## config.mk

```make
export PLATFORM = sky130hd
export DESIGN_NAME = spw_link_fsm_flat
export DESIGN_NICKNAME = d
export VERILOG_FILES = /design/src/rtl/spw_link_fsm_if.sv /design/src/rtl/spw_link_fsm.sv /design/src/flat_wrapper.sv
export SDC_FILE = /design/constraint.sdc
export NUM_CORES = 1
export LEC_CHECK = 0
export CORE_MARGIN = 1.5
export CORE_UTILIZATION = 45
export CTS_CLUSTER_DIAMETER = 200
export DETAILED_ROUTE_END_ITERATION = 10
export DONT_BUFFER_PORTS = 1
export HOLD_SLACK_MARGIN = 0.06
export REMOVE_ABC_BUFFERS = 1
export SLEW_MARGIN = 10
export SYNTH_ARGS = -nofsm -noshare
export SYNTH_HDL_FRONTEND = slang
export SYNTH_SLANG_ARGS = --single-unit
```

## constraint.sdc

```tcl
create_clock -name pclk -period 3 [get_ports pclk]
set_clock_uncertainty 0.2 [all_clocks]
set_input_delay 0.45 -clock pclk [delete_from_list [all_inputs] [get_ports pclk]]
set_output_delay 0.45 -clock pclk [all_outputs]
set_load 0.02 [all_outputs]
```

## src/rtl/spw_link_fsm_if.sv

```systemverilog
// rtl/spw_link_fsm_if.sv - host/receiver/transmitter signal bundle for the SpaceWire link FSM
`timescale 1ns/1ps

interface spw_link_fsm_if;
  logic       link_start;
  logic       link_disable;
  logic       auto_start;
  logic       rx_got_bit;
  logic       rx_got_null;
  logic       rx_got_fct;
  logic       rx_got_nchar;
  logic       rx_got_time_code;
  logic       rx_error;
  logic       credit_error;
  logic       rx_resetn;
  logic       enable_tx;
  logic       send_null_tx;
  logic       send_fct_tx;
  logic       send_data_tx;
  logic [2:0] fsm_state;
  logic       disconnect_err;

  modport master (
    input  link_start, link_disable, auto_start, rx_got_bit, rx_got_null,
           rx_got_fct, rx_got_nchar, rx_got_time_code, rx_error, credit_error,
    output rx_resetn, enable_tx, send_null_tx, send_fct_tx, send_data_tx,
           fsm_state, disconnect_err
  );

  modport slave (
    output link_start, link_disable, auto_start, rx_got_bit, rx_got_null,
           rx_got_fct, rx_got_nchar, rx_got_time_code, rx_error, credit_error,
    input  rx_resetn, enable_tx, send_null_tx, send_fct_tx, send_data_tx,
           fsm_state, disconnect_err
  );
endinterface

```

## src/rtl/spw_link_fsm.sv

```systemverilog
// rtl/spw_link_fsm.sv - SpaceWire exchange-level link state machine with disconnect detection
// Optional auto-start from a received NULL is enabled by defining SPW_AUTOSTART_EN.
`timescale 1ns/1ps

module spw_link_fsm #(
  parameter int T6_4US      = 640,
  parameter int T12_8US     = 1280,
  parameter int DISC_CYCLES = 85,
  parameter int TIMER_W     = 12
) (
  input  logic          pclk,
  input  logic          reset,
  spw_link_fsm_if.master bus
);

  typedef enum logic [2:0] {
    S_ERROR_RESET = 3'd0,
    S_ERROR_WAIT  = 3'd1,
    S_READY       = 3'd2,
    S_STARTED     = 3'd3,
    S_CONNECTING  = 3'd4,
    S_RUN         = 3'd5
  } state_e;

  localparam logic [TIMER_W-1:0] RESET_LAST = TIMER_W'(T6_4US - 1);
  localparam logic [TIMER_W-1:0] WAIT_LAST  = TIMER_W'(T12_8US - 1);
  localparam logic [TIMER_W-1:0] DISC_LAST  = TIMER_W'(DISC_CYCLES - 1);
  localparam logic [TIMER_W-1:0] COUNT_MAX  = '1;

  state_e               state_q, state_d;
  logic [TIMER_W-1:0]   timer_q, timer_d;
  logic [TIMER_W-1:0]   disc_cnt_q, disc_cnt_d;
  logic                 disc_armed_q, disc_armed_d;
  logic                 disconnect_err_q, disconnect_err_d;
  logic                 rx_resetn_q, rx_resetn_d;
  logic                 enable_tx_q, enable_tx_d;
  logic                 send_null_q, send_null_d;
  logic                 send_fct_q, send_fct_d;
  logic                 send_data_q, send_data_d;
  logic [2:0]           fsm_state_q, fsm_state_d;

  logic err;
  logic timeout;
  logic got_ctrl;
  logic start_req;

`ifdef SPW_AUTOSTART_EN
  assign start_req = !bus.link_disable &&
                     (bus.link_start || (bus.auto_start && bus.rx_got_null));
`else
  logic unused_auto_start;
  assign unused_auto_start = bus.auto_start;
  assign start_req = !bus.link_disable && bus.link_start;
`endif

  assign err      = bus.rx_error || disconnect_err_q;
  assign timeout  = (timer_q == WAIT_LAST);
  assign got_ctrl = bus.rx_got_fct || bus.rx_got_nchar || bus.rx_got_time_code;

  always_comb begin
    state_d = state_q;
    unique case (state_q)
      S_ERROR_RESET: if (timer_q == RESET_LAST) state_d = S_ERROR_WAIT;
      S_ERROR_WAIT: begin
        if (err || got_ctrl)  state_d = S_ERROR_RESET;
        else if (timeout)     state_d = S_READY;
      end
      S_READY: begin
        if (err || got_ctrl)  state_d = S_ERROR_RESET;
        else if (start_req)   state_d = S_STARTED;
      end
      S_STARTED: begin
        if (err || got_ctrl || timeout) state_d = S_ERROR_RESET;
        else if (bus.rx_got_null)       state_d = S_CONNECTING;
      end
      S_CONNECTING: begin
        if (err || bus.rx_got_nchar || bus.rx_got_time_code || timeout)
          state_d = S_ERROR_RESET;
        else if (bus.rx_got_fct)
          state_d = S_RUN;
      end
      S_RUN: begin
        if (err || bus.credit_error || bus.link_disable) state_d = S_ERROR_RESET;
      end
      default: state_d = S_ERROR_RESET;
    endcase
  end

  // Timer restarts on every state change and sticks at all-ones.
  always_comb begin
    timer_d = timer_q;
    if (state_d != state_q)      timer_d = '0;
    else if (timer_q != COUNT_MAX) timer_d = timer_q + 1'b1;
  end

  always_comb begin
    disc_cnt_d       = disc_cnt_q;
    disc_armed_d     = disc_armed_q;
    disconnect_err_d = 1'b0;
    if (state_q == S_ERROR_RESET) begin
      disc_cnt_d   = '0;
      disc_armed_d = 1'b0;
    end else begin
      disconnect_err_d = disc_armed_q && !bus.rx_got_bit && (disc_cnt_q == DISC_LAST);
      if (bus.rx_got_bit) begin
        disc_cnt_d   = '0;
        disc_armed_d = 1'b1;
      end else if (disc_cnt_q != COUNT_MAX) begin
        disc_cnt_d = disc_cnt_q + 1'b1;
      end
    end
  end

  // Outputs are registered from the next state so they track state_q exactly.
  always_comb begin
    rx_resetn_d = (state_d != S_ERROR_RESET);
    enable_tx_d = (state_d == S_STARTED) || (state_d == S_CONNECTING) || (state_d == S_RUN);
    send_null_d = enable_tx_d;
    send_fct_d  = (state_d == S_CONNECTING) || (state_d == S_RUN);
    send_data_d = (state_d == S_RUN);
    fsm_state_d = state_d;
  end

  always_ff @(posedge pclk) begin
    if (reset) begin
      state_q          <= S_ERROR_RESET;
      timer_q          <= '0;
      disc_cnt_q       <= '0;
      disc_armed_q     <= 1'b0;
      disconnect_err_q <= 1'b0;
      rx_resetn_q      <= 1'b0;
      enable_tx_q      <= 1'b0;
      send_null_q      <= 1'b0;
      send_fct_q       <= 1'b0;
      send_data_q      <= 1'b0;
      fsm_state_q      <= 3'd0;
    end else begin
      state_q          <= state_d;
      timer_q          <= timer_d;
      disc_cnt_q       <= disc_cnt_d;
      disc_armed_q     <= disc_armed_d;
      disconnect_err_q <= disconnect_err_d;
      rx_resetn_q      <= rx_resetn_d;
      enable_tx_q      <= enable_tx_d;
      send_null_q      <= send_null_d;
      send_fct_q       <= send_fct_d;
      send_data_q      <= send_data_d;
      fsm_state_q      <= fsm_state_d;
    end
  end

  assign bus.rx_resetn      = rx_resetn_q;
  assign bus.enable_tx      = enable_tx_q;
  assign bus.send_null_tx   = send_null_q;
  assign bus.send_fct_tx    = send_fct_q;
  assign bus.send_data_tx   = send_data_q;
  assign bus.fsm_state      = fsm_state_q;
  assign bus.disconnect_err = disconnect_err_q;

endmodule

```

## src/flat_wrapper.sv

```systemverilog
// flat-port wrapper written by rule: the top's interface ports become plain ports
module spw_link_fsm_flat 
#(
  parameter int T6_4US      = 640,
  parameter int T12_8US     = 1280,
  parameter int DISC_CYCLES = 85,
  parameter int TIMER_W     = 12
)
  (pclk, reset, bus_link_start, bus_link_disable, bus_auto_start, bus_rx_got_bit, bus_rx_got_null, bus_rx_got_fct, bus_rx_got_nchar, bus_rx_got_time_code, bus_rx_error, bus_credit_error, bus_rx_resetn, bus_enable_tx, bus_send_null_tx, bus_send_fct_tx, bus_send_data_tx, bus_fsm_state, bus_disconnect_err);
  spw_link_fsm_if bus_i ();
  input  logic pclk;
  input  logic reset;
  input wire logic [$bits(bus_i.link_start)-1:0] bus_link_start;
  input wire logic [$bits(bus_i.link_disable)-1:0] bus_link_disable;
  input wire logic [$bits(bus_i.auto_start)-1:0] bus_auto_start;
  input wire logic [$bits(bus_i.rx_got_bit)-1:0] bus_rx_got_bit;
  input wire logic [$bits(bus_i.rx_got_null)-1:0] bus_rx_got_null;
  input wire logic [$bits(bus_i.rx_got_fct)-1:0] bus_rx_got_fct;
  input wire logic [$bits(bus_i.rx_got_nchar)-1:0] bus_rx_got_nchar;
  input wire logic [$bits(bus_i.rx_got_time_code)-1:0] bus_rx_got_time_code;
  input wire logic [$bits(bus_i.rx_error)-1:0] bus_rx_error;
  input wire logic [$bits(bus_i.credit_error)-1:0] bus_credit_error;
  output wire logic [$bits(bus_i.rx_resetn)-1:0] bus_rx_resetn;
  output wire logic [$bits(bus_i.enable_tx)-1:0] bus_enable_tx;
  output wire logic [$bits(bus_i.send_null_tx)-1:0] bus_send_null_tx;
  output wire logic [$bits(bus_i.send_fct_tx)-1:0] bus_send_fct_tx;
  output wire logic [$bits(bus_i.send_data_tx)-1:0] bus_send_data_tx;
  output wire logic [$bits(bus_i.fsm_state)-1:0] bus_fsm_state;
  output wire logic [$bits(bus_i.disconnect_err)-1:0] bus_disconnect_err;
  assign bus_i.link_start = bus_link_start;
  assign bus_i.link_disable = bus_link_disable;
  assign bus_i.auto_start = bus_auto_start;
  assign bus_i.rx_got_bit = bus_rx_got_bit;
  assign bus_i.rx_got_null = bus_rx_got_null;
  assign bus_i.rx_got_fct = bus_rx_got_fct;
  assign bus_i.rx_got_nchar = bus_rx_got_nchar;
  assign bus_i.rx_got_time_code = bus_rx_got_time_code;
  assign bus_i.rx_error = bus_rx_error;
  assign bus_i.credit_error = bus_credit_error;
  assign bus_rx_resetn = bus_i.rx_resetn;
  assign bus_enable_tx = bus_i.enable_tx;
  assign bus_send_null_tx = bus_i.send_null_tx;
  assign bus_send_fct_tx = bus_i.send_fct_tx;
  assign bus_send_data_tx = bus_i.send_data_tx;
  assign bus_fsm_state = bus_i.fsm_state;
  assign bus_disconnect_err = bus_i.disconnect_err;
  spw_link_fsm #(.T6_4US(T6_4US), .T12_8US(T12_8US), .DISC_CYCLES(DISC_CYCLES), .TIMER_W(TIMER_W)) u_core (.pclk(pclk), .reset(reset), .bus(bus_i));
endmodule
```

* Word-level counts from Yosys, hierarchy flattened
Cells that the tools add are included.
** Operators by class
- Equal/unequal tests :: 14
- Mux-type cells :: 11
- Add/sub/neg operators :: 2
- Reductions and logical operators :: 23
** Operators by type and width (count)
- $mux 3 :: 10
- $add 12x1->12 const B :: 2
- $ne 12x12->1 const B :: 2
- $pmux 3 s6 :: 1
- $logic_or 1x1->1 :: 13
- $eq 12x10->1 const B :: 1
- $eq 12x11->1 const B :: 1
- $eq 12x7->1 const B :: 1
- $eq 3x3->1 const B :: 4
- $eq 3x2->1 const B :: 3
- $reduce_or 2->1 :: 2
- $eq 3x1->1 const B :: 1
- $logic_and 1x1->1 :: 3
- $logic_not 3->1 :: 1
- $ne 3x3->1 :: 1
- $reduce_bool 3->1 :: 1
- $reduce_or 3->1 :: 1
- $logic_not 1->1 :: 2
** Storage, ports and cells
- Output and inout bits :: 9
- Register bits :: 33
- Input port bits :: 12
- Logic and storage cells :: 59

* Logic depth before layout (Yosys ltp)
Gate-level depths: netlist of the first run.
- Word-level depth :: 9
- Gate-level depth with buffers :: 8
- Depth with buffers taken out :: 6

* Worst setup path after synthesis of the first run
Ideal clock, no wire load.
- Path kind :: register -> register
- Start :: register u_core.timer_q[0]
- End :: register u_core.timer_q[9]
- Data arrival time :: 1769 ps
- Cell stages (with the launch flop) :: 9
- Required time :: 2726 ps
- Clock period less this slack :: 2043 ps
- Path buffers :: 2
- Setup time :: 74 ps
- Path slack :: 957 ps
- Cells stage by stage :: dfxtp_1 > ha_1 > nor4bb_4 > and4_1 > buf_6 > o21ai_1 > nand4b_2 > buf_6 > nor3_4
** Between the ends
- Cells in the longest elaborated chain, start to end :: 6
- Elaborated cells on any way between the ends :: 14
- Classes of those cells :: 1 x add/sub; 4 x eq/ne; 6 x mux; 3 x reduce/logical
** Ends and longest elaborated chain
- start, declared :: line spw_link_fsm.sv:31 : logic [TIMER_W-1:0] timer_q, timer_d;
- start signal, assigned :: line spw_link_fsm.sv:139 : timer_q <= timer_d;
- $eq 12x11->1 :: line spw_link_fsm.sv:57 : assign timeout = (timer_q == WAIT_LAST);
- $mux 3, or another cell as far along :: line spw_link_fsm.sv:66 : else if (timeout) state_d = S_READY;
- $mux 3, on equally long branches :: line spw_link_fsm.sv:65, spw_link_fsm.sv:73, spw_link_fsm.sv:77
- $pmux 3 s6 :: line spw_link_fsm.sv:62 : unique case (state_q)
- $ne 3x3->1 :: line spw_link_fsm.sv:92 : if (state_d != state_q) timer_d = '0;
- $reduce_or 2->1 (no source line)
Parallel ways exist; a longest one is shown, timed or not.
A chain may end at the register's enable or synchronous reset.

* Worst setup path after layout of the first run
- Start :: register u_core.timer_q[0]
- End :: register u_core.timer_q[10]
The elaborated chain is that of the path after synthesis.

==> results_dict.tcl, run 1 <==
set metrics [dict create \
    status "complete, no violations" \
    grt_usage_pct 18.0 \
    fp.dieW_um 64.0 \
    rows 21 \
    cp_max_fo 12 \
    num_vias 1358 \
    vias_per_cell 5.75 \
    wl_per_cell_um 13.9 \
    dr.pass1.iters 5 \
    grt_overflow 0 \
    r2r_slack_ns 0.53 \
    synth-simple-area-share_pct 33.9 \
    nets 204 \
    worst_hold_path_type "input port to flop" \
    diodes 0 \
    core_um2 3440 \
    reg2reg_from "u_core.timer_q[0]" \
    rr_endpoint "u_core.timer_q[10]" \
    cp-start-kind "flop" \
    finalSetupTns_ns 0 \
    fin_util_pct 51.5 \
    synth-compound-area-share_pct 10.2 \
    placed_area_um2 1670 \
    synth_xor_area_share_pct 6.80 \
    drive_gt1_share_pct 8.95 \
    synthDistinctLibCells 45 \
    die_h_um 64.0 \
    cp.arrival_ns 2.47 \
    finalWeightedCongestion 0.830 \
    hold_viol 0 \
    clk_pin_slew_ns 0.08 \
    wirelength_mm 3.27 \
    r2r_cells 6 \
    powerDensity_nw_per_um2 452 \
    drv_cap 0 \
    power_frac_seq_pct 55.4 \
    grt_pass1_vias 1272 \
    place_inst 227 \
    cp-startpoint "u_core.timer_q[0]" \
    p_sw_w 0.000189 \
    num_io_pins 21 \
    avgSynthCellArea_um2 8.82 \
    cts-resized-gates 0 \
    crit_end "u_core.timer_q[10]" \
    pwr-share-comb_pct 2.4 \
    synth.area.mux_share_pct 2.39 \
    initial_core_util_pct 48.7 \
    p_sw_share_pct 23.6 \
    most-common-layout-cells "nor2_1 (33), dfxtp_1 (33), nand2_1 (12)" \
    grt_max_degree 14 \
    synth_area_um2 1680 \
    clk_path_buf_depth 2 \
    p_leak_nw 0.597 \
    setup_viol 0 \
    drtIter0Drc 90 \
    cts_tree "done" \
    synthCells 190 \
    dp.final_hpwl_mm 2.34 \
    required_ns 3.00 \
    route.detailed.drc 0 \
    ant_nets 0 \
    ys_ff_latch 33 \
    fillers 339 \
    synth_fa_ha_area_share_pct 2.24 \
    antenna_found_initial 0 \
    period_minus_slack_ns 2.47 \
    rsz0062_at_grt "false" \
    cts_sinks 33 \
    p_int_w 0.000613 \
    worst_pin_slew_ns 0.528 \
    max_freq_mhz 405 \
    crit_type "flop to flop" \
    cts.htree.levels 2 \
    area_growth_pct 5.83 \
    synth_top_family_by_area "simple AND/OR/NAND/NOR gates" \
    relSlewSlack_pct 64.5 \
    maxSlewViolCount 0 \
    vdd_ir_drop_max_mv 0.287 \
    ys_seq_area_share_pct 39.4 \
    cts_root_buf "clkbuf_8" \
    pwr-share-clk_pct 42.2 \
    portBuffers 0 \
    post_cts_buffers 0 \
    postCtsHoldBufs 1 \
    cp-end-kind "flop" \
    min_path_cells 1 \
    die_area_um2 4100 \
    clk_latency_ns 0.29 \
    grt_pass1_wl_mm 5.80 \
    cts_buffers 5 \
    post-route-period-util_pct 82.3 \
    fin_cells 236 \
    fin_area_um2 1770 \
    hold-worst-slack_ns 0.0896 \
    yosys_warnings 0 \
]
-- final cells by class --
cell class | count | area [µm²] | share of cell area [%]
well taps | 46 | 57.6 | 3.25
clock buffers | 5 | 68.8 | 3.88
repair buffers | 1 | 10.0 | 0.565
clock inverters | 3 | 22.5 | 1.27
multi-input cells | 142 | 931 | 52.5
inverters | 6 | 22.5 | 1.27
flip-flops and latches | 33 | 661 | 37.3
-- cells by family after synthesis --
family | count (synthesis)
compound gates | 23
xor+xnor | 13
simple gates | 99
fa+ha+maj | 3
buf+inv | 15
mux | 4
flops | 33
-- per-stage QoR --
| step | total power, W | worst slack [ns] |
|---|---|---|
| finish | 0.000802 | 0.530 |
| detailed placement | 0.000472 | 0.520 |
| CTS | 0.000813 | 0.509 |
| global placement | 0.000471 | 0.626 |
| global route | 0.000838 | 0.332 |
| floorplan | 0.000468 | 0.841 |
-- power by group through the flow --
stage	logic, W	registers, W	clock network, W
5_1_grt	0.0000216	0.000444	0.000372
6_report	0.0000194	0.000444	0.000338
4_1_cts	0.0000194	0.000444	0.000349
3_5_place_dp	0.0000180	0.000454	0
2_1_floorplan	0.0000150	0.000454	0
3_3_place_gp	0.0000170	0.000454	0
-- worst min path at each step --
stage | start | slack [ns] | to
finish | reset | 0.09 | u_core.bus.rx_resetn
global route | reset | 0.08 | u_core.bus.rx_resetn
CTS | reset | 0.09 | u_core.bus.rx_resetn
detailed placement | u_core.disc_armed_q | 0.28 | u_core.bus.disconnect_err
global placement | u_core.disc_armed_q | 0.29 | u_core.bus.disconnect_err
floorplan | u_core.disc_armed_q | 0.25 | u_core.bus.disconnect_err
-- flip-flops by register name, indices dropped and copies added (netlist names) --
| name | count |
|---|---|
| u_core.bus.send_fct_tx | 1 |
| u_core.bus.rx_resetn | 1 |
| u_core.disc_cnt_q | 12 |
| u_core.disc_armed_q | 1 |
| u_core.bus.disconnect_err | 1 |
| u_core.timer_q | 12 |
| u_core.bus.enable_tx | 1 |
| u_core.bus.send_data_tx | 1 |
| u_core.bus.fsm_state | 3 |
-- Yosys cell counts, drive strengths merged --
cell	number	area, µm²
dfxtp	33	661
nor2	33	124
nand2	13	51.3
nand4	10	62.6
nor3	8	51.3
xor2	7	61.3
a21oi	6	30.0
inv	6	22.5
nand3	6	30.0
xnor2	6	52.6
and4	5	43.8
buf	5	46.3
a31oi	4	25.0
and3	4	26.3
clkbuf	4	15.0
mux2i	4	40.0
nor3b	4	30.0
a211oi	3	27.5
ha	3	37.5
o21ai	3	15.0
and2	2	12.5
nand4b	2	23.8
nor2b	2	12.5
nor4	2	18.8
o211ai	2	15.0
o31ai	2	15.0
or3	2	12.5
a311oi	1	8.76
a41oi	1	8.76
and2b	1	7.51
nor4b	1	8.76
nor4bb	1	25.0
o311ai	1	26.3
or3b	1	8.76
or4	1	7.51
or4bb	1	11.3
-- critical path: stages (launching register included) --
cell,delay [ns]
dfxtp_1,0.37
ha_1,0.22
nor4bb_4,0.31
and4_1,0.40
o21ai_1,0.13
nand4b_2,0.46
a211oi_2,0.28
-- routing by layer --
layer  track usage [%]  wire [µm]  vias up
li1                  -          -      678
met1              21.2       1480      639
met2              29.7       1580       35
met3              6.69        174        6
met4              6.25         47        0
met5                 0          0        -
Note: power is estimated with default switching activity, not from simulation.
==> run 2, diff against run 1 <==
==> constraint.sdc (replaced) <==
create_clock -name pclk -period 2 [get_ports pclk]
set_clock_uncertainty 0.2 [all_clocks]
set_input_delay 0.3 -clock pclk [delete_from_list [all_inputs] [get_ports pclk]]
set_output_delay 0.3 -clock pclk [all_outputs]
set_load 0.02 [all_outputs]
==> run 2 against run 1 <==
Die area unchanged. Fmax increased by 28%. Wire length increased by 14%. Flip-flop and latch count unchanged. Critical path depth increased by 1. Worst hold slack got worse by 0.011 ns. Critical path type unchanged. Register-to-register slack got worse by 0.46 ns. First-iteration DRC count increased by 23%. Power increased by 49%. Via count increased by 10%. Global-route usage increased by 1.3 points.
==> results_dict.tcl, run 2 (synthesis results as in run 1) <==
set metrics [dict create \
    final_common_cell "buf_4" \
    crit_chain "ha_4 -> nor4bb_4 -> and4_4 -> buf_4 -> and3_2 -> o31ai_4 -> o211ai_1" \
    grt_pass1_vias 1362 \
    hold_viol 0 \
    clk_path_buf_depth 2 \
    grtUsageMet3_pct 5.99 \
    place_inst 261 \
    drv_cap 0 \
    finalWeightedCongestion 0.844 \
    cts_root_buf "clkbuf_8" \
    ant_nets 0 \
    grt_usage_pct 19.3 \
    report.power.total_w 0.00120 \
    fin_cells 273 \
    num_io_pins 21 \
    vdd_ir_drop_max_mv 0.303 \
    fp.dieW_um 64.0 \
    setup_viol 0 \
    period_minus_slack_ns 1.93 \
    route.detailed.drc 0 \
    powerDensity_nw_per_um2 555 \
    cp.arrival_ns 1.88 \
    met1_usage_pct 23.5 \
    max_freq_mhz 519 \
    min_from "reset" \
    die_h_um 64.0 \
    die_area_um2 4100 \
    relSlewSlack_pct 72.1 \
    clk_latency_ns 0.28 \
    cts.htree.levels 2 \
    vias_per_cell 5.48 \
    cpPeakStageDelay_ns 0.34 \
    antenna_found_initial 0 \
    cts_sinks 33 \
    busiest_layer "met2" \
    fin_area_um2 2160 \
    grt_max_degree 11 \
    grtUsageMet2_pct 31.8 \
    cp-startpoint "u_core.timer_q[0]" \
    crit_type "flop to flop" \
    most-common-layout-cells "buf_4 (34), nor2_1 (33), dfxtp_1 (30)" \
    rsz0062_at_grt "true" \
    num_vias 1497 \
    p_leak_nw 0.811 \
    worst_pin_slew_ns 0.415 \
    multi_input_area_um2 1000 \
    grt_pass1_wl_mm 6.07 \
    wl_per_cell_um 13.7 \
    placed_area_um2 1940 \
    core_um2 3440 \
    dr.pass1.iters 4 \
    drtIter0Drc 111 \
    rows 21 \
    status "complete, no violations" \
    drive_gt1_share_pct 28.2 \
    grt_overflow 0 \
    dp.final_hpwl_mm 2.58 \
    cp_max_fo 5 \
    ff_latch_area_um2 667 \
    diodes 0 \
    portBuffers 0 \
    crit_path_top_delay_cell "dfxtp_2" \
    cts_buffers 5 \
    clk_pin_slew_ns 0.07 \
    initial_core_util_pct 48.7 \
    wirelength_mm 3.74 \
    worst_hold_path_type "input port to flop" \
    cp-end-kind "flop" \
    nets 241 \
    fillers 307 \
    cts_tree "done" \
    required_ns 1.95 \
    reg2reg_from "u_core.timer_q[0]" \
    area_growth_pct 28.8 \
    post-route-period-util_pct 96.4 \
    maxSlewViolCount 0 \
    cp-start-kind "flop" \
]
## run 2: cell count changes in the layout (fill, tap and decap cells not counted), moves of 2 or more
cell and delta:
buf_4 +34, clkinv_2 +2, clkinvlp_4 -3, dfxtp_1 -3
dfxtp_2 +2, nor3_1 -2, nor3_2 +2
## run 2: layout make-up
type / count / share of cell area [%]
Multi-Input combinational cell: 142 / 46.6
Tap cell: 46 / 2.67
Clock buffer: 6 / 3.36
Clock inverter: 2 / 0.464
Inverter: 6 / 1.04
Sequential cell: 33 / 30.9
Timing Repair Buffer: 38 / 15.0
## run 2: where the power goes
group | total, W | switching [W] | internal [W] | leakage [nW]
combinational | 0.0000575 | 0.0000238 | 0.0000337 | 0.499
clock | 0.000473 | 0.000233 | 0.000241 | 0.0450
sequential | 0.000667 | 0.00000498 | 0.000662 | 0.268
## run 2: per-layer routing
layer | vias up | wire length (µm) | part of all wire [%]
met5 | - | 0 | 0
li1 | 749 | - | -
met1 | 693 | 1630 | 44
met4 | 0 | 58 | 1.6
met2 | 45 | 1870 | 50
met3 | 10 | 172 | 4.6
## run 2: worst max-delay path, delay by kind of cell (launching register included)
| kind | cells | cell delay (ns) |
|---|---|---|
| compound gates | 2 | 0.39 |
| fa+ha+maj | 1 | 0.15 |
| simple gates | 3 | 0.57 |
| flops | 1 | 0.34 |
| buf+inv | 1 | 0.14 |
## run 2: worst paths after layout
check | end | slack, ns | depth (start not counted)
worst max-delay path | u_core.bus.rx_resetn | 0.07 | 7
worst min-delay path | u_core.bus.enable_tx | 0.08 | 3
worst max register to register | u_core.bus.rx_resetn | 0.07 | 7
worst min register to register | u_core.bus.disconnect_err | 0.30 | 2
## run 2: stage by stage
step                utilization (%)  setup WS (ns)  hold slack (ns)  setup TNS (ns)
global placement               56.3        -0.0630            0.175          -0.319
CTS                            61.2         0.0132           0.0770               0
finish                         62.7         0.0722           0.0783               0
detailed placement             56.3         -0.148            0.185           -1.09
global route                   62.7        -0.0182            0.108         -0.0424
floorplan                         -         -0.159            0.172           -1.36
## run 2: timing repair
item | CTS | global route
endpoints found under the hold margin | 4 | 0
gates cloned | 1 | 0
pin swaps | 7 | 8
setup buffers | 1 | 1
hold buffers | 2 | 0
setup endpoints to repair | 18 | 19
resized for setup | 10 | 8
